File: src/rtl/uart_pkg.sv
// Shared UART receive definitions: FSM states, parity modes, oversampling rate
// and the per-byte result payload.
package uart_pkg;

  localparam int unsigned OVERSAMPLE = 16;
  localparam int unsigned PAR_NONE   = 0;
  localparam int unsigned PAR_EVEN   = 1;
  localparam int unsigned PAR_ODD    = 2;
  localparam int unsigned STATE_W    = 3;
  localparam int unsigned CNT_W      = 5;
  localparam int unsigned BIT_W      = 3;
  localparam int unsigned BYTE_W     = 8;

  typedef enum logic [STATE_W-1:0] {
    IDLE  = 3'd0,
    START = 3'd1,
    DATA  = 3'd2,
    PAR   = 3'd3,
    STOP  = 3'd4
  } state_t;

  typedef struct packed {
    logic [BYTE_W-1:0] data;
    logic              frame_err;
    logic              parity_err;
  } rx_result_t;

endpackage

File: src/rtl/sync_2ff.sv
// Two-flop synchronizer for a single asynchronous input.
module sync_2ff #(
  parameter logic RESET_VAL = 1'b1
) (
  input  logic clk,
  input  logic reset,
  input  logic d,
  output logic q
);

  logic meta;

  always_ff @(posedge clk or posedge reset) begin
    if (reset) begin
      meta <= RESET_VAL;
      q    <= RESET_VAL;
    end else begin
      meta <= d;
      q    <= meta;
    end
  end

endmodule

File: src/rtl/uart_rx_frame.sv
// UART frame receiver: 16x oversampled start/data/parity/stop recovery with a
// one-clk byte strobe and per-byte framing and parity flags.
module uart_rx_frame
  import uart_pkg::*;
#(
  parameter int unsigned DBIT    = 8,
  parameter int unsigned SB_TICK = 16,
  parameter int unsigned PARITY  = 0
) (
  input  logic              clk,
  input  logic              reset,
  input  logic              rx,
  input  logic              s_tick,
  output logic [BYTE_W-1:0] dout,
  output logic              rx_done_tick,
  output logic              frame_err,
  output logic              parity_err
);

  localparam logic [CNT_W-1:0] S_MID  = CNT_W'(OVERSAMPLE / 2 - 1);
  localparam logic [CNT_W-1:0] S_BIT  = CNT_W'(OVERSAMPLE - 1);
  localparam logic [CNT_W-1:0] S_STOP = CNT_W'(SB_TICK - 1);
  localparam logic [BIT_W-1:0] N_LAST = BIT_W'(DBIT - 1);

  logic rx_s;
  logic rx_d;

  state_t            state, state_nxt;
  logic [CNT_W-1:0]  s, s_nxt;
  logic [BIT_W-1:0]  n, n_nxt;
  logic [BYTE_W-1:0] b, b_nxt;
  logic              par_bad, par_bad_nxt;
  rx_result_t        res, res_nxt;
  logic              done, done_nxt;
  logic [1:0]        settle, settle_nxt;
  logic              armed, armed_nxt;

  sync_2ff #(.RESET_VAL(1'b1)) u_sync (
    .clk   (clk),
    .reset (reset),
    .d     (rx),
    .q     (rx_s)
  );

  // State and datapath registers
  always_ff @(posedge clk or posedge reset) begin
    if (reset) begin
      rx_d    <= 1'b1;
      state   <= IDLE;
      s       <= '0;
      n       <= '0;
      b       <= '0;
      par_bad <= 1'b0;
      res     <= '0;
      done    <= 1'b0;
      settle  <= '0;
      armed   <= 1'b0;
    end else begin
      rx_d    <= rx_s;
      state   <= state_nxt;
      s       <= s_nxt;
      n       <= n_nxt;
      b       <= b_nxt;
      par_bad <= par_bad_nxt;
      res     <= res_nxt;
      done    <= done_nxt;
      settle  <= settle_nxt;
      armed   <= armed_nxt;
    end
  end

  // A start edge needs a genuinely observed high line first, so a line still
  // low when reset releases is not mistaken for the synchronizer's reset 1->0.
  always_comb begin
    state_nxt   = state;
    s_nxt       = s;
    n_nxt       = n;
    b_nxt       = b;
    par_bad_nxt = par_bad;
    res_nxt     = res;
    done_nxt    = 1'b0;
    settle_nxt  = {settle[0], 1'b1};
    armed_nxt   = armed | (settle[1] & rx_s);

    unique case (state)
      IDLE: begin
        if (armed && rx_d && !rx_s) begin
          state_nxt = START;
          s_nxt     = '0;
        end
      end
      START: begin
        if (s_tick) begin
          if (s == S_MID) begin
            if (!rx_s) begin
              state_nxt   = DATA;
              s_nxt       = '0;
              n_nxt       = '0;
              par_bad_nxt = 1'b0;
            end else begin
              state_nxt = IDLE;
            end
          end else begin
            s_nxt = s + CNT_W'(1);
          end
        end
      end
      DATA: begin
        if (s_tick) begin
          if (s == S_BIT) begin
            s_nxt             = '0;
            b_nxt             = {1'b0, b[BYTE_W-1:1]};
            b_nxt[DBIT-1]     = rx_s;
            if (n == N_LAST) begin
              state_nxt = (PARITY != PAR_NONE) ? PAR : STOP;
            end else begin
              n_nxt = n + BIT_W'(1);
            end
          end else begin
            s_nxt = s + CNT_W'(1);
          end
        end
      end
      PAR: begin
        if (s_tick) begin
          if (s == S_BIT) begin
            par_bad_nxt = ((^b[DBIT-1:0]) ^ rx_s) != (PARITY == PAR_ODD);
            state_nxt   = STOP;
            s_nxt       = '0;
          end else begin
            s_nxt = s + CNT_W'(1);
          end
        end
      end
      STOP: begin
        if (s_tick) begin
          if (s == S_STOP) begin
            done_nxt           = 1'b1;
            res_nxt.data       = b;
            res_nxt.frame_err  = ~rx_s;
            res_nxt.parity_err = par_bad;
            state_nxt          = IDLE;
          end else begin
            s_nxt = s + CNT_W'(1);
          end
        end
      end
      default: state_nxt = IDLE;
    endcase
  end

  assign dout         = res.data;
  assign frame_err    = res.frame_err;
  assign parity_err   = res.parity_err;
  assign rx_done_tick = done;

endmodule

File: config.mk
export PLATFORM = sky130hd
export DESIGN_NAME = uart_rx_frame
export DESIGN_NICKNAME = d
export VERILOG_FILES = /design/src/rtl/uart_pkg.sv /design/src/rtl/sync_2ff.sv /design/src/rtl/uart_rx_frame.sv
export SDC_FILE = /design/constraint.sdc
export NUM_CORES = 1
export LEC_CHECK = 0
export BUFFER_PORTS_ARGS = -buffer_cell sky130_fd_sc_hd__buf_4
export CORE_MARGIN = 3
export CORE_UTILIZATION = 46
export DETAILED_ROUTE_END_ITERATION = 10
export PLACE_DENSITY_LB_ADDON = 0.15
export REMOVE_ABC_BUFFERS = 1
export SYNTH_ARGS = -nofsm -noshare
export SYNTH_HDL_FRONTEND = slang
export SYNTH_SLANG_ARGS = --single-unit
File: constraint.sdc
create_clock -name clk -period 2.2 [get_ports clk]
set_clock_uncertainty 0.05 [all_clocks]
set_input_delay 0.44 -clock clk [delete_from_list [all_inputs] [get_ports clk]]
set_output_delay 0.44 -clock clk [all_outputs]
set_load 0.05 [all_outputs]
==> results.cfg, run 1 <==
[status]
status = complete, no violations

[global_route]
grt_pass1_wl_um = 5910
grt_pass1_vias = 1277
grt_max_degree = 38
grt.overflow.total = 0
grt_usage_pct = 15.4
antenna_found_initial = 0

[pwr]
p_seq_share_pct = 46.6
p_int_mw = 1.26
vdd_ir_drop_max_v = 0.000369
pwr-share-comb_pct = 18.8
powerDensity_mw_per_mm2 = 834
p_clk_share_pct = 34.6
p_sw_mw = 0.509
leakagePower_nw = 1.01
power_mw = 1.77
netSwitchingFraction_pct = 28.8

[setup_path]
worstSetupStartpointType = flip-flop
critPathRequiredTime_ns = 2.34
arrival_ns = 2.13
crit_type = reg -> reg
crit_fanout = 7
end_kind = flip-flop

[placement]
port_buffers = 14
place.gp.congestion = 0.858
place_hpwl_um = 2360
placed_cell_area_mm2 = 0.00200

[flow_run]
maxCapViolCount = 0

[cts]
root_buffer = clkbuf_8
cts_htree_levels = 2
cts_tree = built
clock-sinks = 37
cts_resized = 0
post_cts.repair.setup_buffers = 0
cts_buffers = 5
clkTransAtPathRegs_ns = 0.07
postCtsHoldBufs = 0
cts_buffer_depth = 2
worstSkewPairLatency_ns = 0.29

[final_layout]
synthToLayoutAreaGrowth_pct = 13.5
fin_area_mm2 = 0.00212
nets = 183
final_cell_mix = dfrtp_1, buf_4, mux2_2
n_antenna_cell = 0
drive_above_1_share_pct = 32.0
layout_commonest_cell = dfrtp_1

[floorplanning]
start_util_pct = 49.4
core_area_mm2 = 0.00377
fp.dieW_um = 69.7
die_h_um = 69.7
dieArea_mm2 = 0.00485
placementRows = 22
num_io_pins = 15

[yosys]
async_reset_ff_share_pct = 100
ys_seq_area_share_pct = 49.9
muxShareOfSynthArea_pct = 12.8
synth_compound_area_share_pct = 11.5
synth-simple-area-share_pct = 12.7
yosys_warnings = 0
ys_ff_latch = 37
synth-edff-count = 0
netlist_instances = 157
synthAdderAreaFrac_pct = 3.36
synthFlopType = dfrtp_1
avgSynthCellArea_um2 = 11.9
synth_top_family_by_area = multiplexers
ys_types = 50
synth_area_mm2 = 0.00186
yosys.area_share.xor_xnor_pct = 4.43

[drt]
num_vias = 1220
wirelength_um = 3350
firstDrtPassIters = 4
drt-vias-per-instance = 5.47
postRouteAntennaNets = 0
drtIter0Drc = 79
drc = 0
wl_per_cell_um = 15.0

[timing]
fin_crit_ns = 1.99
drv_slew = 0
fin_crit_sh_pct = 90.7
fin_setup_tns_ns = 0
rsz0062_at_grt = false
timing.fmax_ghz = 0.501
hold_violations = 0
setup_viol = 0

[min_path]
hold_class = in -> async
metrics by stage:
stage / cells / setup WS, ns / hold WS (ns) / utilization (%)
floorplan: 149 / 0.337 / 0.281 / -
global placement: 215 / 0.253 / 0.287 / 52.9
detailed placement: 215 / 0.214 / 0.298 / 52.9
CTS: 223 / 0.188 / 0.192 / 56.1
global route: 223 / 0.0121 / 0.181 / 56.1
finish: 223 / 0.205 / 0.205 / 56.1
layer usage:
metal  part of all wire (%)  vias up  routed length (um)  GRT usage (%)
met3                    4.2        7                 139           4.49
met4                    2.1        0                  70           8.30
li1                       -      587                   -              -
met2                     48       26                1590           23.7
met5                      0        -                   0              0
met1                     46      600                1550           19.6
Yosys cell counts, drive strengths merged (2+ instances only):
| cell | instances | area [um^2] |
|---|---|---|
| a21oi | 3 | 26.3 |
| buf | 8 | 63.8 |
| dfrtp | 34 | 851 |
| dfstp | 3 | 78.8 |
| ha | 5 | 62.6 |
| inv | 9 | 33.8 |
| mux2 | 19 | 218 |
| mux2i | 2 | 20.0 |
| nand2 | 16 | 60.1 |
| nand3 | 5 | 25.0 |
| nor2 | 5 | 18.8 |
| nor3 | 4 | 20.0 |
| nor3b | 4 | 35.0 |
| o21ai | 7 | 35.0 |
| o22ai | 2 | 18.8 |
| o311ai | 2 | 25.0 |
| or3b | 2 | 20.0 |
| xnor2 | 6 | 60.1 |
power groups by stage:
stage / combinational, mW / sequential (mW) / clock [mW]
finish: 0.332 / 0.822 / 0.611
global route: 0.383 / 0.833 / 0.666
CTS: 0.336 / 0.820 / 0.629
global placement: 0.325 / 0.831 / 0
floorplan: 0.253 / 0.825 / 0
detailed placement: 0.334 / 0.834 / 0
logic make-up after synthesis:
family,Yosys count
multiplexers,21
buffers and inverters,17
flip-flops,37
AND/OR/NAND/NOR,43
AO/OA/AOI/OAI,26
other,1
XOR/XNOR,7
adder cells (fa/ha/maj),5
worst max-delay path, cell delays in order (launching register included):
cell      delay, ns
dfrtp_1        0.42
ha_1           0.25
nand4b_1       0.21
a22o_1         0.25
o311ai_2       0.19
nand2b_1       0.22
o311ai_1       0.29
flip-flops by register name, indices dropped and copies added (netlist names), 2 cells and up:
name	flops
state	3
b	8
s	5
settle	2
dout	8
n	3
final timing paths:
path | start | endpoint | slack (ns) | cells past startpoint
setup / recovery | s[0] | s[3] | 0.21 | 6
hold / removal | reset | s[0] | 0.21 | 3
setup reg to reg | s[0] | s[3] | 0.21 | 6
hold reg to reg | u_sync.meta | u_sync.q | 0.31 | 0
max in group asynchronous | reset | rx_d | 1.55 | 3
min in group clk | rx | u_sync.meta | 0.21 | 1
final cells by class:
| class | instances | area (um^2) |
|---|---|---|
| well taps | 48 | 60.1 |
| clock inverters | 2 | 37.5 |
| flip-flops and latches | 37 | 930 |
| multi-input cells | 103 | 837 |
| repair buffers | 18 | 135 |
| inverters | 9 | 33.8 |
| clock buffers | 6 | 82.6 |
| fillers | 327 | 1660 |
No activity file was read; power rests on OpenSTA's default activity.
==> inputs of run 2 (changes only) <==
Settings changed: CAP_MARGIN set to 20, PLACE_DENSITY set to 0.76, PLACE_DENSITY_LB_ADDON 0.15 to not set.
==> run 2 against run 1 <==
  * Worst setup slack worse by 0.0042 ns
  * Final area is 1.2% lower
  * Flip-flop and latch count stayed put
  * Combinational power hardly changed
  * Highest routed layer unchanged
  * Routed wire length is 3.7% lower
  * Critical path depth is 1 lower
  * Die area stayed put
  * Total power is 5.7% lower
  * Clock power is 17% lower
  * Sequential share of layout area is 0.55 points higher
  * Core utilization is 0.70 points lower
==> results.cfg, run 2 (synthesis gave the netlist of run 1 again) <==
[final_layout]
synthToLayoutAreaGrowth_pct = 12.1
final_cell_mix = dfrtp_1, mux2_2, buf_4
drive_above_1_share_pct = 31.6
nFillCells = 313
nets = 182
fin_area_mm2 = 0.00209
final_cells = 222
n_antenna_cell = 0
layout_commonest_cell = dfrtp_1

[cts]
worstSkewPairLatency_ns = 0.28
cts_resized = 0
clkTransAtPathRegs_ns = 0.07
cts_htree_levels = 2
cts_tree = built
post_cts.repair.setup_buffers = 0
root_buffer = clkbuf_8
cts_buffers = 5
clock-sinks = 37
cts_buffer_depth = 2
postCtsHoldBufs = 0

[pwr]
p_sw_mw = 0.494
leakagePower_nw = 1.01
vdd_ir_drop_max_v = 0.000581
p_seq_share_pct = 49.6
netSwitchingFraction_pct = 29.6
pwr-share-comb_pct = 20.0
p_int_mw = 1.17
p_clk_share_pct = 30.4
powerDensity_mw_per_mm2 = 797

[setup_path]
timing.critical_path.buf_inv = 0
arrival_ns = 2.12
worstSetupStartpointType = flip-flop
crit_fanout = 5
ff2ff_path_depth = 5
critPathRequiredTime_ns = 2.32
slowest_stage = o41ai_2
critPathTopFamily = compound AO/OA/AOI/OAI gates
cp.depth = 5
crit_type = reg -> reg
crit_chain = ha_1 > nand4b_1 > a21oi_1 > o41ai_2 > mux2_4
cpPeakStageDelay_ns = 0.47
end_kind = flip-flop

[floorplanning]
num_io_pins = 15
die_h_um = 69.7
start_util_pct = 49.4
fp.dieW_um = 69.7
core_area_mm2 = 0.00377
placementRows = 22
dieArea_mm2 = 0.00485

[timing]
timing.fmax_ghz = 0.500
fin_setup_tns_ns = 0
rsz0062_at_grt = false
hold_violations = 0
setup_viol = 0
setup_slack_ns = 0.201
hold_ws_ns = 0.203
fin_crit_sh_pct = 90.9
fin_crit_ns = 2.00
drv_slew = 0

[flow_run]
maxCapViolCount = 0

[placement]
place.gp.congestion = 0.876
place_ws_ns = 0.210
dp_cells = 214
place_hpwl_um = 2400
placed_cell_area_mm2 = 0.00199
port_buffers = 14

[drt]
firstDrtPassIters = 4
wl_per_cell_um = 14.5
wirelength_um = 3220
drt-vias-per-instance = 5.48
drc = 0
num_vias = 1217
drtIter0Drc = 65
postRouteAntennaNets = 0

[global_route]
grt_usage_pct = 15.1
grt.overflow.total = 0
grt_pass1_wl_um = 6010
antenna_found_initial = 0
grt_max_degree = 38
grt_pass1_vias = 1288

[status]
status = complete, no violations

[min_path]
hold_class = in -> async
run 2: changes by cell type in the layout (fill, tap and decap cells not counted):
cell	delta
bufinv_16	-1
clkbuf_8	+1
clkinvlp_4	-1
clkinv_2	+1
buf_4	-1
run 2: power groups by stage:
stage          Sequential [mW]  Combinational, mW  Clock (mW)
2_1_floorplan            0.825              0.253           0
3_3_place_gp             0.827              0.319           0
3_5_place_dp             0.836              0.333           0
4_1_cts                  0.824              0.335       0.523
5_1_grt                  0.838              0.376       0.557
6_report                 0.825              0.333       0.506
run 2: cell type report:
cell class,instances,area (um^2),area share [%]
multi-input cells,103,837,40.1
clock buffers,7,96.3,4.61
flip-flops and latches,37,930,44.5
inverters,9,33.8,1.62
repair buffers,17,128,6.11
clock inverters,1,5.00,0.240
well taps,48,60.1,2.87
run 2: per-layer routing:
| metal | vias up | part of all wire [%] | track usage [%] |
|---|---|---|---|
| li1 | 591 | - | - |
| met1 | 602 | 45 | 20.1 |
| met2 | 20 | 50 | 24.2 |
| met3 | 4 | 3.4 | 2.90 |
| met4 | 0 | 1.4 | 5.74 |
| met5 | - | 0 | 0 |
run 2: path summary, 6_finish.rpt:
check,from,endpoint,slack (ns)
min,reset,settle[1],0.20
min reg2reg,u_sync.meta,u_sync.q,0.31
max in group asynchronous,reset,rx_d,1.55
max,s[0],state[0],0.20
min in group clk,rx,u_sync.meta,0.21
max reg2reg,s[0],state[0],0.20
run 2: through the flow:
stage          power, mW  utilization [%]
2_1_floorplan       1.08                -
3_3_place_gp        1.15             52.7
3_5_place_dp        1.17             52.7
4_1_cts             1.68             55.4
5_1_grt             1.77             55.4
6_report            1.67             55.4
run 2: worst register-to-register path: cells and delay by family, from the launching register on:
family / cells / cell delay (ns)
AOI/OAI and AO/OA: 2 / 0.60
adders and majority gates: 1 / 0.25
muxes: 1 / 0.34
and+or+nand+nor: 1 / 0.22
DFF: 1 / 0.43
==> inputs of run 3 (changes only) <==
Settings changed: CORE_ASPECT_RATIO set to 0.7.
==> run 3 against run 2 <==
  * Final area shrank 0.72%
  * Die area up 0.26%
  * Maximum frequency is essentially flat
  * Final cell count increased by 0.90%
  * Via count rose by 3.2%
  * Register-to-register slack hardly changed
  * Critical path type unchanged
  * Critical endpoint is now s[3]
  * Highest routed layer unchanged
==> results.cfg, run 3 (synthesis gave the netlist of run 1 again) <==
[status]
status = complete, no violations

[setup_path]
timing.rr.start = s[0]
crit_type = reg -> reg
arrival_ns = 2.11
crit_fanout = 7
crit_start = s[0]
critPathRequiredTime_ns = 2.31
worstSetupStartpointType = flip-flop
end_kind = flip-flop

[pwr]
p_sw_mw = 0.504
pwr-share-comb_pct = 21.2
power_mw = 1.62
leakagePower_nw = 0.990
p_clk_share_pct = 27.9
netSwitchingFraction_pct = 31.2
p_int_mw = 1.11
p_seq_share_pct = 51.0
vdd_ir_drop_max_v = 0.000532
powerDensity_mw_per_mm2 = 780

[flow_run]
maxCapViolCount = 0

[global_route]
grt_usage_pct = 16.8
grt_pass1_vias = 1257
antenna_found_initial = 0
grt.overflow.total = 0
grt_pass1_wl_um = 6040
grt_max_degree = 38

[cts]
cts_resized = 0
cts_htree_levels = 2
root_buffer = clkbuf_8
cts_tree = built
cts_buffer_depth = 2
worstSkewPairLatency_ns = 0.28
clock-sinks = 37
post_cts.repair.setup_buffers = 0
cts_buffers = 5
clkTransAtPathRegs_ns = 0.07
postCtsHoldBufs = 0

[drt]
drt-vias-per-instance = 5.61
wl_per_cell_um = 14.8
firstDrtPassIters = 4
postRouteAntennaNets = 0
drtIter0Drc = 89
wirelength_um = 3330
num_vias = 1256
drc = 0

[final_layout]
layout_commonest_cell = dfrtp_1
drive_above_1_share_pct = 30.5
synthToLayoutAreaGrowth_pct = 11.3
utilization_pct = 56.2
n_antenna_cell = 0
nFillCells = 305
regArea_um2 = 930
fin_area_mm2 = 0.00207
nets = 182
final_cell_mix = dfrtp_1, mux2_2, buf_4
multi_input_area_um2 = 837

[floorplanning]
dieArea_mm2 = 0.00487
core_area_mm2 = 0.00369
placementRows = 18
num_io_pins = 15
start_util_pct = 50.5
fp.dieW_um = 82.1
die_h_um = 59.3

[placement]
place_hpwl_um = 2420
port_buffers = 14
placed_cell_area_mm2 = 0.00199
place.gp.congestion = 0.847
place_ws_ns = 0.234

[timing]
timing.fmax_ghz = 0.500
fin_crit_ns = 2.00
fin_setup_tns_ns = 0
setup_viol = 0
drv_slew = 0
max_slew_margin_pct = 64.1
setup_slack_ns = 0.200
hold_violations = 0
tightest_slew_ns = 0.537
rsz0062_at_grt = false
fin_crit_sh_pct = 90.9

[min_path]
hold_class = in -> async
==> run 3: cell types whose count changed in the layout (fill, tap and decap cells not counted) <==
cell	delta
clkbuf_8	-2
clkinv_2	-1
clkinvlp_4	+1
clkbuf_1	+2
==> run 3: power groups by stage <==
stage	Combinational (mW)	Sequential (mW)	Clock (mW)
6_report	0.342	0.825	0.451
5_1_grt	0.381	0.837	0.498
4_1_cts	0.339	0.823	0.465
3_5_place_dp	0.336	0.836	0
3_3_place_gp	0.326	0.830	0
2_1_floorplan	0.253	0.825	0
==> run 3: final cells by class <==
cell class,instances,area share (%)
tap,50,3.02
sequential,37,44.8
multi-input combinational,103,40.3
clock inverter,1,0.362
timing repair buffer,17,6.15
inverter,9,1.63
clock buffer,7,3.68
==> run 3: layer usage <==
| layer | global-route usage (%) | share of wire, % |
|---|---|---|
| met1 | 23.0 | 48 |
| met5 | 0 | 0 |
| met4 | 7.11 | 1.6 |
| met3 | 4.56 | 6.2 |
| met2 | 25.2 | 44 |
==> run 3: final timing paths <==
| check | to | slack, ns | depth (start not counted) |
|---|---|---|---|
| worst max-delay path | s[3] | 0.20 | 5 |
| worst min-delay path | dout[3] | 0.21 | 3 |
| worst max register to register | s[3] | 0.20 | 5 |
| worst min register to register | settle[1] | 0.30 | 0 |
| max in group asynchronous | u_sync.q | 1.54 | 3 |
| min in group clk | u_sync.meta | 0.21 | 1 |
==> run 3: critical path: stages, from the launching register on <==
cell       delay (ns)
dfrtp_1          0.41
ha_1             0.22
nand4bb_1        0.29
o311ai_2         0.59
nand2b_1         0.21
o311ai_1         0.10
==> run 3: metrics by stage <==
step / hold slack (ns) / instances
2_1_floorplan: 0.281 / 149
3_3_place_gp: 0.283 / 216
3_5_place_dp: 0.286 / 216
4_1_cts: 0.204 / 224
5_1_grt: 0.201 / 224
6_report: 0.211 / 224
